===== src/rtl/rv32_reg_file.sv =====
// RV32I integer register file: 32 x 32-bit, two combinational read ports,
// one synchronous write port, x0 hardwired to zero.
module rv32_reg_file #(
  parameter int XLEN     = 32,
  parameter int NUM_REGS = 32,
  parameter int ADDR_W   = 5
) (
  input  logic              clk,
  input  logic              rst_n,
  input  logic              wr_en,
  input  logic [ADDR_W-1:0] wr_reg,
  input  logic [XLEN-1:0]   wr_data,
  input  logic [ADDR_W-1:0] rd_reg_1,
  input  logic [ADDR_W-1:0] rd_reg_2,
  output logic [XLEN-1:0]   rd_data_1,
  output logic [XLEN-1:0]   rd_data_2
);

  logic [NUM_REGS-1:0][XLEN-1:0] reg_view;

  // x0 has no storage at all, so no write path can ever disturb it.
  assign reg_view[0] = '0;

  for (genvar gi = 1; gi < NUM_REGS; gi++) begin : g_reg
    logic [XLEN-1:0] reg_q;
    logic [XLEN-1:0] reg_d;
    logic            wr_hit;

    assign wr_hit = wr_en && (wr_reg == ADDR_W'(gi));
    assign reg_d  = wr_hit ? wr_data : reg_q;

    always_ff @(posedge clk or negedge rst_n) begin
      if (!rst_n) begin
        reg_q <= '0;
      end else begin
        reg_q <= reg_d;
      end
    end

    assign reg_view[gi] = reg_q;
  end

  // Reads see only committed state: a same-cycle write shows up after the edge.
  assign rd_data_1 = reg_view[rd_reg_1];
  assign rd_data_2 = reg_view[rd_reg_2];

endmodule


===== config.mk =====
export PLATFORM = sky130hd
export DESIGN_NAME = rv32_reg_file
export DESIGN_NICKNAME = d
export VERILOG_FILES = /design/src/rtl/rv32_reg_file.sv
export SDC_FILE = /design/constraint.sdc
export NUM_CORES = 2
export LEC_CHECK = 0
export CAP_MARGIN = 10
export CORE_MARGIN = 3
export CORE_UTILIZATION = 59
export CTS_BUF_LIST = sky130_fd_sc_hd__clkbuf_8
export CTS_CLUSTER_SIZE = 30
export DETAILED_ROUTE_END_ITERATION = 10
export PLACE_DENSITY = 0.81
export SYNTH_ARGS = -nofsm -noshare
export SYNTH_HDL_FRONTEND = slang
export SYNTH_SLANG_ARGS = --single-unit

===== constraint.sdc =====
create_clock -name clk -period 1.95 [get_ports clk]
set_clock_uncertainty 0.05 [all_clocks]
set_input_delay 0.195 -clock clk [delete_from_list [all_inputs] [get_ports clk]]
set_output_delay 0.195 -clock clk [all_outputs]
set_load 0.005 [all_outputs]

# Word-level counts from Yosys, hierarchy flattened
# Cells that the tools add are included.
# Widths: inputs -> output; s select.
op_classes:
  n_lt_le_gt_ge: 2
  n_eq_ne: 31
  muxes: 4
  reduce_logical: 31
ops:
  columns: ["operator", "n"]
  rows:
  - ["$bmux 32 s5", 2]
  - ["$eq 5x5->1 const B", 16]
  - ["$mux 32", 2]
  - ["$eq 5x4->1 const B", 8]
  - ["$logic_and 1x1->1", 31]
  - ["$eq 5x3->1 const B", 4]
  - ["$lt 5x6->1 const B", 2]
  - ["$eq 5x2->1 const B", 2]
  - ["$eq 5x1->1 const B", 1]
totals:
  register_bits: 992
  inputBits: 50
  output_inout_bits: 64

# Longest topological paths before layout
logic_depth:
  ltp_word: 2
  depth_mapped: 9
  mapped_depth_nobuf: 4

# Least setup slack after synthesis
# No wires, ideal clock.
synth_path:
  path_kind: "input to output"
  start: "in rd_reg_2[0]"
  end: "out rd_data_2[10]"
  arrival_ns: 1.722
  setup_slack_ns: -0.017
  cell_stages: 7
  cell_sequence: "buf_2 > buf_6 > buf_2 > mux4_2 > a22o_1 > o21ai_1 > o31ai_1"
synth_between:
  elab_chain_len: 2
synth_rtl:
  columns: ["element", "line_no", "rtl"]
  rows:
  - ["from (decl)", "14", "input logic [ADDR_W-1:0] rd_reg_2,"]
  - ["$bmux 32 s5", "45", "assign rd_data_2 = reg_view[rd_reg_2];"]
  - ["$mux 32 (not written as such)", "45", null]
  - ["to (decl)", "16", "output logic [XLEN-1:0] rd_data_2"]
# Every way passes these cells. The select of a mux whose other input is x is not followed.

# Worst setup path in the final report
layout_path:
  start: "reg g_reg[31].reg_q[27]"
  end: "out rd_data_2[27]"
layout_between:
  elab_chain_len: 2
layout_rtl:
  columns: ["element", "line_no", "rtl"]
  rows:
  - ["from (decl)", "25", "logic [XLEN-1:0] reg_q;"]
  - ["from (signal assigned)", "36", "reg_q <= reg_d;"]
  - ["$bmux 32 s5", "45", null]
  - ["$mux 32 (not written as such)", "45", null]
# Every way passes these cells. The select of a mux whose other input is x is not followed.

==> summary.txt <==
status - complete, but fails checks
PD cells - 951.1 nW/µm²
wire length per cell - 31.60 µm
Final WS setup - -0.9158 ns
endpoints failing hold - 0
P&R area growth vs syn - 20.84%
# rows - 109
Clock power frac - 0.303
Root Buffer - clkbuf_8
final setup fails - 64
final worst path period share - 1.470
PortBufs - 113
mux cell area share after synthesis - 0.4163
xor and xnor area share after synthesis - 0
total congestion overflow - 0
Post-synth EDFFs - 0
vias in the first global route - 40120
Slew Viols, Final - 0
H-tree depth - 4
initial detailed-routing violation count - 3930
Adder-Cell Fraction of Synth Area - 0
Biggest register - g.reg_q
via count - 37960
P_int - 43410 µW
main combinational cell family by area after synthesis - multiplexers
Post-Syn Area - 53180 µm²
Max Clock Freq - 348.9 MHz
max reg flops - 992
TritonCTS Buffers - 164
library cells used by synthesis - 30
syn nets - 3689
Syn Inst Count - 3639
Syn Area/Cell - 14.61 µm²
share of cells above drive strength 1 - 0.5709
top_reg_cell synth - dfrtp_1
hold_ws - 0.2251 ns
post-synthesis register bit count - 992
maximum clock path buffer count - 3
antenna violations before repair - 2
Comb power frac - 0.242
Leakage - 0.02875 µW
Ports - 114
r2r setup slk - 0.85 ns
GPL Wtd Cong - 0.8939
Chip Height - 306.2 µm
worst endpoint required time - 1.70 ns
clock slew at reported path FFs - 0.06 ns
endpoint class of the critical path - output port
top flop regs - g.reg_q: 992 flops
Synth Area in Simple Gates - 0.01821
pin count of the biggest net entering global routing - 85
Sequential Power Share - 0.454
Sw Ratio - 0.2898
fillers - 5410
Peak VDD IR - 0.0008044 V
asr flop ratio synth - 1.000
share of the synthesized area in the top cell type - 0.4668
worst slew pin tran - 0.5779 ns
# nets final - 4133
worst hold path type - primary input to register
Sw Pwr - 17720 µW
core area - 88920 µm²
Setup crit start kind - register
routed vias/inst - 7.077
Die X - 306.2 µm
Yosys Warn Count - 0
Area contributors post-synth - dfrtp_1 47%, mux2_2 20%, mux4_2 16%, a22o_1 3.2%, mux2i_1 3.0%
Die Footprint - 93780 µm²
post-route minimum period - 2.866 ns
Final Cell Area - 64270 µm²
final WL - 169500 µm
antenna viol nets, final - 0
Seq/Total Area, Yosys - 0.4668
clock sinks - 992
violated checks - setup timing
cell taking the most area after synthesis - dfrtp_1
Post-DP Area - 59700 µm²
RSZ-0062 raised after global routing - yes
synthesized-area fraction occupied by ao, oa, aoi and oai cells - 0.06324
CTS tree - built
Overall Global Routing Usage - 0.3654
max-cap check violation count - 0
Slew headroom - 0.6124
1st-pass router iterations - 5
first-pass GRT wire length - 255700 µm
maximum net fanout on the critical path - 2
Critical Setup Path Class - register to output port
Initial Utilization - 0.5981
# DRC - 0
Detail Placement HPWL - 107900 µm
Clock Latency Late Sink - 0.82 ns
CP arrival - 2.62 ns
[power by group through the flow]
stage          sequential (µW)  clock [µW]  combinational, µW
6_report                 27800       18500              14800
5_1_grt                  28200       19600              15700
4_1_cts                  27600       18700              14500
3_5_place_dp             28000           0              13600
3_3_place_gp             27600           0              13100
2_1_floorplan            26800           0               9550
[logic make-up (layout without fill, tap and decap cells)]
family                 after synthesis  in the layout
other                                0              4
buffers and inverters              410            966
muxes                             1600           1600
and+or+nand+nor                    189            189
AOI/OAI and AO/OA                  448            448
DFF                                992            992
[worst paths after layout]
| check | endpoint | from | cells past startpoint |
|---|---|---|---|
| worst max-delay path | rd_data_2[27] | g_reg[31].reg_q[27] | 6 |
| worst min-delay path | g_reg[12].reg_q[30] | wr_data[30] | 3 |
| worst max register to register | g_reg[27].reg_q[27] | g_reg[27].reg_q[27] | 3 |
| worst min register to register | g_reg[22].reg_q[18] | g_reg[22].reg_q[18] | 1 |
| max in group asynchronous | g_reg[25].reg_q[29] | rst_n | 6 |
| min in group asynchronous | g_reg[6].reg_q[30] | rst_n | 4 |
[synthesized netlist by cell type, types with 2 or more instances]
| cell | count |
|---|---|
| dfrtp_1 | 992 |
| mux2_2 | 951 |
| mux4_2 | 384 |
| clkbuf_1 | 210 |
| a22o_1 | 192 |
| mux2i_1 | 160 |
| buf_2 | 137 |
| mux2_1 | 105 |
| nand2_1 | 79 |
| a211oi_1 | 64 |
| o21ai_1 | 64 |
| o22ai_1 | 64 |
| o31ai_1 | 64 |
| and2_1 | 34 |
| and3_1 | 32 |
| buf_1 | 25 |
| buf_4 | 25 |
| nor2_1 | 15 |
| buf_6 | 11 |
| nor2b_1 | 10 |
| nand2b_1 | 5 |
| nand4b_1 | 3 |
| nor3_1 | 3 |
| or3_1 | 3 |
| nor3b_2 | 2 |
[layer usage]
| layer | vias up | global-route usage | wire [µm] | part of all wire |
|---|---|---|---|---|
| met5 | - | 0 | 0 | 0 |
| met3 | 691 | 0.09664 | 18780 | 0.11 |
| li1 | 15010 | - | - | - |
| met4 | 0 | 0.1988 | 10660 | 0.063 |
| met2 | 2466 | 0.5663 | 78030 | 0.46 |
| met1 | 19800 | 0.4756 | 62010 | 0.37 |
[worst max-delay path, stage by stage (launching register included)]
cell and delay, ns:
dfrtp_1 0.40, buf_6 0.12, mux4_2 0.45, a22o_1 0.25, o21ai_2 0.23, o31ai_4 0.15
buf_2 0.16
[layout make-up]
class	count	area (µm²)	area share
Clock buffer	200	2753	0.04283
Multi-Input combinational cell	2237	27550	0.4286
Clock inverter	78	506.7	0.007885
Antenna cell	4	10.01	0.0001558
Sequential cell	992	24820	0.3863
Tap cell	1165	1458	0.02268
Inverter	2	8.758	0.0001363
Timing Repair Buffer	686	7159	0.1114
[timing repair]
item                                   CTS  global route
endpoints found under the hold margin  992             0
gates resized for setup                418            31
pin swaps                              159            50
setup buffers                           90             7
hold buffers                             3             0
setup endpoints to repair               64            64
[layout by cell type, fill, tap and decap left out, drive strengths merged, types with 38 or more instances in the layout]
cell / instances
clkdlybuf4s50: 38
mux4: 384
o22ai: 64
a211oi: 64
o31ai: 64
nand2: 79
buf: 645
a22o: 192
o21ai: 64
clkbuf: 201
dfrtp: 992
mux2: 1056
mux2i: 160
inv: 54
[metrics by stage]
step / setup slack (ns) / power [µW] / setup TNS, ns / std cells / utilization
floorplan: -0.01696 / 36340 / -0.3393 / 3639 / -
global placement: -0.7650 / 40770 / -257.55 / 4999 / 0.6714
detailed placement: -0.7773 / 41560 / -294.31 / 4999 / 0.6714
CTS: -0.9004 / 60730 / -49.05 / 5353 / 0.7204
global route: -0.9316 / 63530 / -50.25 / 5361 / 0.7226
finish: -0.9158 / 61120 / -47.05 / 5364 / 0.7227
Power figures use the tool's default switching activity.
